<file path="src/rtl/led_key_ctrl.sv">
// Key-to-LED controller: synchronises and debounces raw keys, then drives LED
// groups in direct, toggle, blink or chase mode with optional mirror and invert.
module led_key_ctrl #(
    parameter int N_KEY          = 4,
    parameter int LEDS_PER_KEY   = 2,
    parameter int DEB_CYCLES     = 240000,
    parameter int TICK_DIV       = 6000000,
    parameter bit KEY_ACTIVE_LOW = 1'b1
) (
    input  logic                          clk,
    input  logic                          rst_n,
    input  logic [N_KEY-1:0]              key,
    input  logic [3:0]                    sw,
    output logic [N_KEY*LEDS_PER_KEY-1:0] led,
    output logic [N_KEY-1:0]              key_pressed
);

    localparam int N_LED  = N_KEY * LEDS_PER_KEY;
    localparam int DEB_W  = $clog2(DEB_CYCLES);
    localparam int TICK_W = $clog2(TICK_DIV);
    localparam int PTR_W  = (N_LED > 1) ? $clog2(N_LED) : 1;
    localparam logic [N_KEY-1:0] KEY_IDLE = KEY_ACTIVE_LOW ? '1 : '0;

    typedef enum logic [1:0] {
        MODE_DIRECT = 2'b00,
        MODE_TOGGLE = 2'b01,
        MODE_BLINK  = 2'b10,
        MODE_CHASE  = 2'b11
    } mode_e;

    logic [N_KEY-1:0]  r_key_s1, r_key_s2;
    logic [3:0]        r_sw_s1, r_sw_s2;
    logic [N_KEY-1:0]  r_stable;
    logic [DEB_W-1:0]  r_deb_cnt [N_KEY];
    logic [N_KEY-1:0]  r_active_q;
    logic [N_KEY-1:0]  r_key_pressed;
    logic [N_KEY-1:0]  r_tog;
    logic [TICK_W-1:0] r_tick_cnt;
    logic              r_phase;
    logic [PTR_W-1:0]  r_ptr;
    logic [N_LED-1:0]  r_led;

    logic [N_KEY-1:0]  w_active;
    logic              w_tick;
    mode_e             w_mode;
    logic [N_LED-1:0]  w_pattern;
    logic [N_LED-1:0]  w_mirror;
    logic [N_LED-1:0]  w_shaped;

    assign w_active = r_stable ^ KEY_IDLE;
    assign w_tick   = (r_tick_cnt == TICK_W'(TICK_DIV - 1));
    assign w_mode   = mode_e'(r_sw_s2[1:0]);

    // NOTE: every register below uses <= so all of them sample pre-edge values,
    // which is what makes the pipeline latencies line up with the edge counts.
    always_ff @(posedge clk) begin
        if (!rst_n) begin
            r_key_s1 <= KEY_IDLE;
            r_key_s2 <= KEY_IDLE;
            r_sw_s1  <= '0;
            r_sw_s2  <= '0;
        end else begin
            r_key_s1 <= key;
            r_key_s2 <= r_key_s1;
            r_sw_s1  <= sw;
            r_sw_s2  <= r_sw_s1;
        end
    end

    // A key flips only after DEB_CYCLES consecutive disagreeing samples.
    always_ff @(posedge clk) begin
        if (!rst_n) begin
            r_stable <= KEY_IDLE;
            for (int i = 0; i < N_KEY; i++) r_deb_cnt[i] <= '0;
        end else begin
            for (int i = 0; i < N_KEY; i++) begin
                if (r_key_s2[i] != r_stable[i]) begin
                    if (r_deb_cnt[i] == DEB_W'(DEB_CYCLES - 1)) begin
                        r_stable[i]  <= r_key_s2[i];
                        r_deb_cnt[i] <= '0;
                    end else begin
                        r_deb_cnt[i] <= r_deb_cnt[i] + DEB_W'(1);
                    end
                end else begin
                    r_deb_cnt[i] <= '0;
                end
            end
        end
    end

    always_ff @(posedge clk) begin
        if (!rst_n) begin
            r_active_q    <= '0;
            r_key_pressed <= '0;
            r_tog         <= '0;
        end else begin
            r_active_q    <= w_active;
            r_key_pressed <= w_active & ~r_active_q;
            r_tog         <= r_tog ^ r_key_pressed;
        end
    end

    always_ff @(posedge clk) begin
        if (!rst_n) begin
            r_tick_cnt <= '0;
            r_phase    <= 1'b0;
            r_ptr      <= '0;
        end else begin
            r_tick_cnt <= w_tick ? '0 : r_tick_cnt + TICK_W'(1);
            if (w_tick) begin
                r_phase <= ~r_phase;
                // A held key swallows the tick, freezing the chase position.
                if (w_active == '0) begin
                    r_ptr <= (r_ptr == PTR_W'(N_LED - 1)) ? '0 : r_ptr + PTR_W'(1);
                end
            end
        end
    end

    // NOTE: defaults first so no path through the case leaves a bit unassigned.
    always_comb begin
        w_pattern = '0;
        case (w_mode)
            MODE_DIRECT: for (int i = 0; i < N_KEY; i++)
                w_pattern[i*LEDS_PER_KEY +: LEDS_PER_KEY] = {LEDS_PER_KEY{w_active[i]}};
            MODE_TOGGLE: for (int i = 0; i < N_KEY; i++)
                w_pattern[i*LEDS_PER_KEY +: LEDS_PER_KEY] = {LEDS_PER_KEY{r_tog[i]}};
            MODE_BLINK:  for (int i = 0; i < N_KEY; i++)
                w_pattern[i*LEDS_PER_KEY +: LEDS_PER_KEY] = {LEDS_PER_KEY{r_tog[i] & r_phase}};
            MODE_CHASE:  for (int j = 0; j < N_LED; j++)
                w_pattern[j] = (r_ptr == PTR_W'(j));
            default:     w_pattern = '0;
        endcase
    end

    always_comb begin
        w_mirror = '0;
        for (int j = 0; j < N_LED; j++) w_mirror[j] = w_pattern[N_LED-1-j];
    end

    assign w_shaped = (r_sw_s2[2] ? w_mirror : w_pattern) ^ {N_LED{r_sw_s2[3]}};

    always_ff @(posedge clk) begin
        if (!rst_n) begin
            r_led <= '0;
        end else begin
            r_led <= w_shaped;
        end
    end

    assign led         = r_led;
    assign key_pressed = r_key_pressed;

endmodule
</file>
<file path="config.mk">
export PLATFORM = sky130hd
export DESIGN_NAME = led_key_ctrl
export DESIGN_NICKNAME = d
export VERILOG_FILES = /design/src/rtl/led_key_ctrl.sv
export SDC_FILE = /design/constraint.sdc
export NUM_CORES = 1
export LEC_CHECK = 0
export BUFFER_PORTS_ARGS = -buffer_cell sky130_fd_sc_hd__buf_4
export CORE_UTILIZATION = 56
export DETAILED_ROUTE_END_ITERATION = 6
export PLACE_DENSITY = 0.77
export SYNTH_ARGS = -nofsm -noshare
export SYNTH_HDL_FRONTEND = slang
export SYNTH_SLANG_ARGS = --single-unit
</file>
<file path="constraint.sdc">
create_clock -name clk -period 2.1 [get_ports clk]
set_input_delay 0.21 -clock clk [delete_from_list [all_inputs] [get_ports clk]]
set_output_delay 0.21 -clock clk [all_outputs]
set_load 0.01 [all_outputs]
</file>
=== After elaboration in Yosys (flattened, before gate mapping) ===
Memory sizes are Yosys's and may differ from the RTL's.
Index checks and enable logic that the tools add are counted.

* Add/subtract/negate cells: 6
* Multipliers: 0
* Div/mod/pow operators: 0
* Magnitude comparators: 0
* Equality and inequality tests: 19
* Shift-type cells: 0
* Muxes and demuxes: 60
* Bitwise operators: 23
* Reductions and logical operators: 9

{| class="wikitable"
|+ Operators with widths
! kind !! count
|-
| $mux 18 || 12
|-
| $add 18x1->18 const B || 4
|-
| $eq 18x18->1 const B || 4
|-
| $mux 1 || 45
|-
| $pmux 8 s4 || 1
|-
| $add 23x1->23 const B || 1
|-
| $eq 23x23->1 const B || 1
|-
| $eq 3x3->1 const B || 4
|-
| $or 1x1->1 || 12
|-
| $reduce_and 2->1 || 5
|-
| $mux 8 || 1
|-
| $not 4->4 || 2
|-
| $xor 8x8->8 || 1
|-
| $eq 3x2->1 const B || 2
|-
| $and 1x1->1 || 4
|-
| $and 4x4->4 || 1
|-
| $eq 2x2->1 const B || 2
|-
| $logic_not 4->1 || 1
|-
| $ne 1x1->1 || 4
|-
| $xor 4x4->4 || 1
|-
| $add 3x1->3 const B || 1
|-
| $eq 3x1->1 const B || 1
|-
| $logic_not 3->1 || 1
|-
| $mux 3 || 1
|-
| other kinds (4) || 5
|}

* Bits in registers: 67
* Bits in latches: 0
* Bits in writable memories: 72
* ROM bits: 0
* Input bits: 10
* Output and inout bits: 12
* Word-level logic and storage cells: 133
* Memories: 1

{| class="wikitable"
|+ Memories
! name !! depth !! bits a word !! read ports !! clocked after Yosys merged registers in !! write ports !! line !! source
|-
| r_deb_cnt || 4 || 18 || 4 || 0 || 4 || 34 || <nowiki>logic [DEB_W-1:0] r_deb_cnt [N_KEY];</nowiki>
|}

=== Depth between registers and ports, before layout ===
Gate-level depths: netlist (run 1).

* Word-level depth: 8
* Gate-level depth with buffers: 7
* Mapped depth without buffers: 6

=== Worst setup path after synthesis (run 1) ===
OpenSTA, ideal clock, no wires.

* Kind: reg2reg
* Start point: mem r_deb_cnt[1][12] (netlist name)
* End point: mem r_deb_cnt[1][10] (netlist name) (data pin)
* Setup time: 0.254 ns
* Data arrival time: 1.746 ns
* Data required time: 1.846 ns
* Path slack: 0.099 ns
* Stages on the path, launching flop included: 6
* Buffers on the path: 1
* Period minus slack after synthesis: 2.001 ns
* Cells stage by stage: edfxtp_1 or4b_1 or4_4 nand3_4 buf_8 nor2_1

{| class="wikitable"
|+ RTL lines
! element !! line
|-
| start, declared || 34
|}

==> flow_summary.ini, run 1 <==
[synth]
synth_adder_area_share = 0.0210
synth_top_family_by_area = simple AND/OR/NAND/NOR gates
synth_xor_area_frac = 0.124
synth_compound_area_frac = 0.0302
seq_area_frac_synth = 0.535
synth_cell_types = 44
synth_top_area_share = 0.330
syn_area_um2 = 6540
syn-instance-count = 634
muxShareOfSynthArea = 0.0275
synth_area_leaders = edfxtp_1 33%, dfxtp_1 20%, xor2_1 8.0%
syn_avg_cell_area_um2 = 10.3
yosysTopAreaCell = edfxtp_1
ys_warn_count = 0
ys_ff_latch = 139
synthSimpleGateAreaFrac = 0.241

[place]
hpwl_mm = 7.96
port-buffer-count = 21
postPlaceCellArea_um2 = 7180
gp_congestion = 0.858

[worst_setup_path]
endpoint_kind = register
cp_num_buf_inv = 0
rr_worst_depth = 4
crit_path_max_fanout = 8
path_cells = or4b_1 -> or4_4 -> nand3_4 -> nor2_1
critical-path-max-stage-delay_ns = 0.58
cp_slowest_cell = or4_4
critPathLaunchType = register
r2r-start = r_deb_cnt[1][10]
crit_arrival_ns = 2.16
crit_type = register to register
cpLargestDelayFamily = simple AND/OR/NAND/NOR gates
required_ns = 2.27
r2r-end = r_deb_cnt[1][3]
r2r_slack_ns = 0.11

[timing]
relSlewSlack = 0.556
rsz0062_at_grt = no
setup_viol = 0
worst_pin_slew_ns = 0.664
timing.fmax_mhz = 503
worst_hold_slack_ns = 0.00783
hold_violations = 0
fin_crit_sh = 0.947
min_period_ns = 1.99
finClkSkew_ns = 0.00580
final.setup.tns_ns = 0
drv_slew = 0

[final_layout]
syn_to_final_growth_pct = 19.6
drive_gt1_frac = 0.0937
fin_nets = 766
diodes = 0
final_area_um2 = 7830
final_util = 0.685

[clock_network]
cts_sinks = 139
cts_max_level = 4
cts_made_buffers = 17
cts_root_buf = clkbuf_16
clk_latency_ns = 0.42
post_cts_buffers = 0
clk_pin_slew_ns = 0.05
clockBufferDepth = 2
cts_tree = yes

[grt]
grt_start_max_net_pins = 31
grt_pass1_wl_mm = 18.9
grt_pass1_vias = 4373
grt.total_usage = 0.205
overflow = 0
antenna_found_initial = 0

[worst_hold_path]
hold_end = r_sw_s1[2]
min_from = sw[2]
hold_path_class = input pin to register
min_path_cells = 2

[job]
maxCapViolCount = 0

[route]
vias_per_cell = 5.11
post-route-drc-count = 0
ant_nets = 0
drt-initial-drc-count = 248
finalWirelength_mm = 11.6
vias = 4606
post_drt_wl_per_cell_um = 12.9
first_pass_iters = 6

[power]
leakage_nw = 3.03
vdd_drop_max_uv = 563
p_per_area_nw_per_um2 = 789

[floorplanning]
die_x_um = 110
start_util = 0.573
dieArea_um2 = 12100
ios = 22
rows = 39
core_area_um2 = 11400
die_h_um = 110

[run_status]
status = finished clean
-- worst max-delay path by stage --
| stage | start | endpoint | slack [ns] | cells after the start |
|---|---|---|---|---|
| 6_report | r_deb_cnt[1][10] | r_deb_cnt[1][3] | 0.11 | 4 |
| 5_1_grt | r_deb_cnt[1][0] | r_deb_cnt[1][11] | 0.007 | 6 |
| 4_1_cts | r_deb_cnt[1][0] | r_deb_cnt[1][3] | 0.05 | 6 |
| 3_5_place_dp | r_deb_cnt[1][0] | r_deb_cnt[1][3] | 0.05 | 6 |
| 3_3_place_gp | r_deb_cnt[1][0] | r_deb_cnt[1][8] | 0.10 | 6 |
| 2_1_floorplan | r_deb_cnt[1][12] | r_deb_cnt[1][10] | 0.1 | 5 |
-- cells in the final DEF (no fill, tap or decap), types with 3 or more instances in the layout --
cell / Yosys / routed
clkinv_2: 0 / 3
clkbuf_8: 0 / 6
conb_1: 1 / 72
and2_1: 15 / 15
dfxtp_1: 67 / 67
nand2b_1: 9 / 9
nand4_1: 21 / 21
ha_1: 11 / 10
buf_4: 0 / 30
nor3_1: 12 / 12
a32oi_1: 4 / 4
a221o_1: 4 / 4
nor4_1: 4 / 4
mux2i_1: 18 / 18
dlygate4sd3_1: 0 / 4
and4_1: 7 / 7
edfxtp_1: 72 / 72
inv_1: 13 / 13
nor2_1: 113 / 113
clkbuf_1: 8 / 3
clkbuf_16: 0 / 19
nor4_2: 3 / 3
nand2_1: 46 / 46
xor2_1: 60 / 60
nor2b_1: 9 / 9
and3_1: 14 / 14
a21oi_1: 11 / 11
nand3_1: 46 / 46
xnor2_1: 33 / 33
-- through the flow --
stage          setup slack [ns]  power [mW]  instances
5_1_grt                 0.00748        6.37        901
3_3_place_gp              0.103        3.31        864
3_5_place_dp             0.0512        3.32        864
4_1_cts                  0.0458        6.21        900
2_1_floorplan            0.0994        3.24        705
6_report                  0.111        6.17        901
-- logic make-up (layout without fill, tap and decap cells) --
family                     count (synthesis)  after routing
AOI/OAI and AO/OA                         28             28
xor gates and xnor gates                  93             93
adders and majority gates                 11             11
buffers and inverters                     29             81
DFF                                      139            139
muxes                                     18             18
other                                      1             72
and+or+nand+nor                          315            316
-- synthesized netlist by cell type --
master / instances
nor2_1: 113
edfxtp_1: 72
dfxtp_1: 67
xor2_1: 60
nand2_1: 46
nand3_1: 46
xnor2_1: 33
nand4_1: 21
mux2i_1: 18
and2_1: 15
and3_1: 14
inv_1: 13
nor3_1: 12
a21oi_1: 11
ha_1: 11
nand2b_1: 9
nor2b_1: 9
clkbuf_1: 8
and4_1: 7
buf_2: 6
a221o_1: 4
a32oi_1: 4
nor4_1: 4
nor4_2: 3
a22o_1: 2
a311oi_1: 2
and4b_1: 2
nor3b_1: 2
o21a_1: 2
o21ai_0: 2
or2_2: 2
or3_1: 2
a21boi_1: 1
and3b_1: 1
buf_1: 1
buf_8: 1
conb_1: 1
nand3_2: 1
nand3_4: 1
nor4b_1: 1
nor4bb_1: 1
or2_1: 1
or4_4: 1
or4b_1: 1
-- registers in the layout, indices dropped and copies added (netlist names) --
name / count
r_sw_s1: 4
r_tick_cnt: 23
r_key_s2: 4
r_tog: 4
r_deb_cnt: 72
r_stable: 4
r_ptr: 3
key_pressed: 4
r_active_q: 4
r_phase: 1
r_key_s1: 4
r_sw_s2: 4
led: 8
-- layer usage --
layer  part of all wire  vias to the layer above  GRT usage
met2               0.50                       61      0.350
met1               0.45                     2157      0.240
met5                  0                        -          0
met3              0.030                       20     0.0547
li1                   -                     2368          -
met4              0.020                        0     0.0996
-- repair_timing --
item | in CTS | in global routing
hold buffers | 4 | 0
endpoints found under the hold margin | 4 | 0
resized for setup | 0 | 2
setup endpoints to repair | 0 | 17
-- area by class of cell --
type,count,area [um^2]
clock buffers,28,569
clock inverters,4,21.3
fillers,882,3590
inverters,13,48.8
multi-input cells,538,3200
flip-flops and latches,139,3500
well taps,143,179
repair buffers,36,305
-- power by group --
| group | internal [mW] | switching, mW | total [mW] | leakage (nW) |
|---|---|---|---|---|
| clock network | 1.84 | 1.05 | 2.89 | 0.297 |
| registers | 2.95 | 0.0825 | 3.03 | 1.29 |
| logic | 0.119 | 0.137 | 0.256 | 1.44 |
| total | 4.90 | 1.27 | 6.17 | 3.03 |
No activity file was read; power rests on OpenSTA's default activity.
==> run 2, diff against run 1 <==
- SETUP_SLACK_MARGIN: default -> 0.4
==> flow_summary.ini, run 2 (same netlist as run 1, synthesis figures left out) <==
[route]
vias_per_cell = 5.26
first_pass_iters = 5
drt-initial-drc-count = 298
post-route-drc-count = 0
ant_nets = 0
finalWirelength_mm = 13.1
vias = 4878
post_drt_wl_per_cell_um = 14.1

[clock_network]
clockBufferDepth = 2
cts_made_buffers = 17
cts_sinks = 139
cts_max_level = 4
clk_latency_ns = 0.42
cts_root_buf = clkbuf_16
cts_tree = yes
clk_pin_slew_ns = 0.06

[final_layout]
drive_gt1_frac = 0.172
multi_input_area_um2 = 3470
syn_to_final_growth_pct = 25.8
num-fill-cells = 766
largest_reg_flops = 72
diodes = 0
layout.area.seq_um2 = 3520
regMostFlops = r_deb_cnt
final_common_cell = nor2_1
fin_nets = 793
final_cell_mix = 106 x nor2_1, 72 x edfxtp_1, 72 x conb_1, 60 x xor2_1, 59 x dfxtp_1

[worst_setup_path]
cpLargestDelayFamily = simple AND/OR/NAND/NOR gates
crit_arrival_ns = 2.10
crit_path_max_fanout = 8
endpoint_kind = register
critPathLaunchType = register
crit_type = register to register
required_ns = 2.28
cp_slowest_cell = or4_4
path_cells = or4b_1 -> or4_4 -> nand3_4 -> nor2_1
critical-path-max-stage-delay_ns = 0.55
cp_num_buf_inv = 0

[power]
leakage_nw = 3.19
p_per_area_nw_per_um2 = 749
vdd_drop_max_uv = 814

[timing]
timing.fmax_mhz = 519
min_period_ns = 1.93
finClkSkew_ns = 0.00631
setup_viol = 0
worst_pin_slew_ns = 0.729
drv_slew = 0
relSlewSlack = 0.512
fin_crit_sh = 0.917
rsz0062_at_grt = yes
hold_violations = 0
worst_hold_slack_ns = 0.0125
final.setup.tns_ns = 0

[grt]
grt_pass1_wl_mm = 20.3
grt.total_usage = 0.224
grt_start_max_net_pins = 35
grt_pass1_vias = 4611
overflow = 0
antenna_found_initial = 0

[floorplanning]
core_area_um2 = 11400
die_x_um = 110
start_util = 0.573
die_h_um = 110
dieArea_um2 = 12100
ios = 22
rows = 39

[place]
port-buffer-count = 21
gp_congestion = 0.865
hpwl_mm = 8.16

[run_status]
status = finished clean

[worst_hold_path]
hold_path_class = input pin to register

[job]
maxCapViolCount = 0
-- run 2: area by class of cell --
cell class                      instances  area share
Timing Repair Buffer                   58      0.0544
Multi-Input combinational cell        543       0.421
Inverter                               13     0.00593
Clock buffer                           20      0.0594
Tap cell                              143      0.0217
Clock inverter                         12      0.0100
Sequential cell                       139       0.427
-- run 2: power breakdown --
| part | leakage (nW) | internal (mW) | switching (mW) |
|---|---|---|---|
| Sequential | 1.29 | 2.95 | 0.0877 |
| Combinational | 1.62 | 0.137 | 0.157 |
| Clock | 0.280 | 1.68 | 1.16 |
| Total | 3.19 | 4.77 | 1.40 |
-- run 2: path summary, 6_finish.rpt --
| check | endpoint | startpoint | cells past startpoint | slack, ns |
|---|---|---|---|---|
| hold / removal | r_sw_s1[2] | sw[2] | 2 | 0.01 |
| setup reg to reg | r_deb_cnt[1][14] | r_deb_cnt[1][9] | 4 | 0.17 |
| hold reg to reg | key_pressed[2] | r_active_q[2] | 1 | 0.39 |
| setup / recovery | r_deb_cnt[1][14] | r_deb_cnt[1][9] | 4 | 0.17 |
-- run 2: what timing repair did --
action / CTS / global route
setup endpoints to repair: 100 / 99
gates cloned: 5 / 1
hold buffers: 5 / 0
endpoints found under the hold margin: 5 / 0
pin swaps: 6 / 15
resized for setup: 20 / 29
setup buffers: 8 / 17
-- run 2: routing by layer --
layer	vias to the layer above	routed length, um	global-route usage	share of wire
li1	2425	-	-	-
met5	-	0	0	0
met1	2319	5690	0.252	0.43
met3	29	431	0.0705	0.033
met2	105	6620	0.383	0.51
met4	0	337	0.112	0.026
-- run 2: metrics by stage --
stage	cell area, um^2	cells	power [mW]	utilization	worst slack (ns)
after floorplan	6860	705	3.25	-	0.198
after global placement	7150	860	3.31	0.627	0.167
after detailed placement	7150	860	3.32	0.627	0.132
after CTS	7980	910	6.18	0.699	0.166
after global routing	8230	928	6.38	0.721	0.121
final	8230	928	6.17	0.721	0.174
==> run 3, diff against run 2 <==
- CORE_UTILIZATION: 56 -> 60
- PLACE_DENSITY: 0.77 -> 0.78
- clock period: 2.1 -> 1.9 ns (I/O delays scaled with it)
==> flow_summary.ini, run 3 (same netlist as run 1, synthesis figures left out) <==
[final_layout]
regMostFlops = r_deb_cnt
syn_to_final_growth_pct = 36.3
drive_gt1_frac = 0.290
final_common_cell = buf_4
final_cell_mix = 85 x buf_4, 84 x nor2_1, 72 x edfxtp_1, 72 x conb_1, 59 x xor2_1
largest_reg_flops = 72
diodes = 0
fin_nets = 833

[worst_setup_path]
required_ns = 2.18
critPathLaunchType = register
r2r-start = r_deb_cnt[1][1]
crit_path_max_fanout = 8
r2r_slack_ns = 0.005
endpoint_kind = register
rr_worst_depth = 6
crit_type = register to register
r2r-end = r_deb_cnt[1][9]
crit_arrival_ns = 2.17

[grt]
top_usage_layer = met2
use_met1 = 0.302
grt.total_usage = 0.259
antenna_found_initial = 0
grt_start_max_net_pins = 31
overflow = 0
gr-usage-met2 = 0.447
use_met3 = 0.0699
grt_pass1_vias = 5083
grt_pass1_wl_mm = 22.8

[place]
pre_cts_ws_ns = -0.00945
gp_congestion = 0.820
port-buffer-count = 21
hpwl_mm = 8.24

[worst_hold_path]
min_path_cells = 2
min_from = rst_n
hold_end = r_key_s2[3]
hold_path_class = input pin to register

[route]
first_pass_iters = 5
vias = 5356
finalWirelength_mm = 15.9
post_drt_wl_per_cell_um = 16.6
ant_nets = 0
drt-initial-drc-count = 510
vias_per_cell = 5.57
post-route-drc-count = 0

[run_status]
status = finished clean

[clock_network]
cts_made_buffers = 17
cts_root_buf = clkbuf_8
clk_pin_slew_ns = 0.06
clockBufferDepth = 2
cts_tree = yes
cts_sinks = 139
cts_max_level = 4
clk_latency_ns = 0.53

[job]
maxCapViolCount = 0

[floorplanning]
die_x_um = 106
dieArea_um2 = 11300
start_util = 0.625
ios = 22
rows = 37
core_area_um2 = 10500
die_h_um = 106

[timing]
setup_ws_ns = 0.00465
setup_viol = 0
worst_pin_slew_ns = 0.587
hold_violations = 0
drv_slew = 0
rsz0062_at_grt = yes
fin_crit_sh = 0.998
min_period_ns = 1.90
finClkSkew_ns = 0.00698
relSlewSlack = 0.608
timing.fmax_mhz = 528

[power]
power_mw = 7.01
leakage_nw = 3.44
p_per_area_nw_per_um2 = 786
vdd_drop_max_uv = 818
[run 3: cell types whose count changed in the layout (fill, tap and decap cells not counted), sizes merged, moves of 2 or more]
cell / before / now
inv: 18 / 13
buf: 53 / 90
clkinvlp: 3 / 0
dlygate4sd3: 5 / 9
bufinv: 0 / 2
nand3: 52 / 50
clkbuf: 20 / 25
[run 3: metal layers]
metal,up-vias,share of wire
met1,2589,0.41
met3,51,0.052
met2,214,0.51
met5,-,0
met4,0,0.033
li1,2502,-
[run 3: metrics by stage]
stage / TNS (ns) / instance area (um^2) / std cells / util / hold WS [ns]
after global routing: -0.421 / 8920 / 961 / 0.852 / 0.0192
final: 0 / 8920 / 961 / 0.852 / 0.0266
after CTS: 0 / 8480 / 942 / 0.810 / 0.00389
after floorplan: -0.0109 / 6970 / 705 / - / 0.291
after detailed placement: -0.0248 / 7350 / 868 / 0.703 / 0.373
after global placement: 0 / 7350 / 868 / 0.703 / 0.372
[run 3: cell type report]
type                       count  area, um^2
sequential                   139        3550
tap                          136         170
timing repair buffer          99         785
clock buffer                  25         497
clock inverter                 7        83.8
fill                         491        1540
multi-input combinational    542        3780
inverter                      13        53.8
[run 3: how the worst max path moves through the flow]
stage               slack, ns              from  cells past startpoint          endpoint
floorplan              -0.002   r_deb_cnt[1][0]                      7  r_deb_cnt[1][10]
global placement         0.06  r_deb_cnt[1][10]                      4   r_deb_cnt[1][7]
detailed placement     -0.009   r_deb_cnt[1][1]                      6   r_deb_cnt[1][9]
CTS                      0.03   r_deb_cnt[1][1]                      6   r_deb_cnt[1][9]
global route            -0.05   r_deb_cnt[1][1]                      6   r_deb_cnt[1][4]
finish                  0.005   r_deb_cnt[1][1]                      6   r_deb_cnt[1][9]
[run 3: power breakdown]
part | total [mW] | switching [mW] | internal (mW)
Sequential | 3.34 | 0.0967 | 3.25
Clock | 3.24 | 1.19 | 2.05
Combinational | 0.419 | 0.222 | 0.197
Total | 7.01 | 1.51 | 5.49
[run 3: critical path, cell delays in order, from the launching register on]
cell      delay [ns]
edfxtp_1        0.36
ha_2            0.20
nand2_2         0.06
or2_1           0.24
or4_4           0.58
nand3_4         0.15
nor2_1          0.07
[run 3: what timing repair did]
action	in CTS	in global routing
setup endpoints to repair	92	106
hold endpoints to repair	9	0
gates cloned	5	1
pin swaps	40	30
hold buffers	9	0
setup buffers	28	18
gates resized for setup	54	72
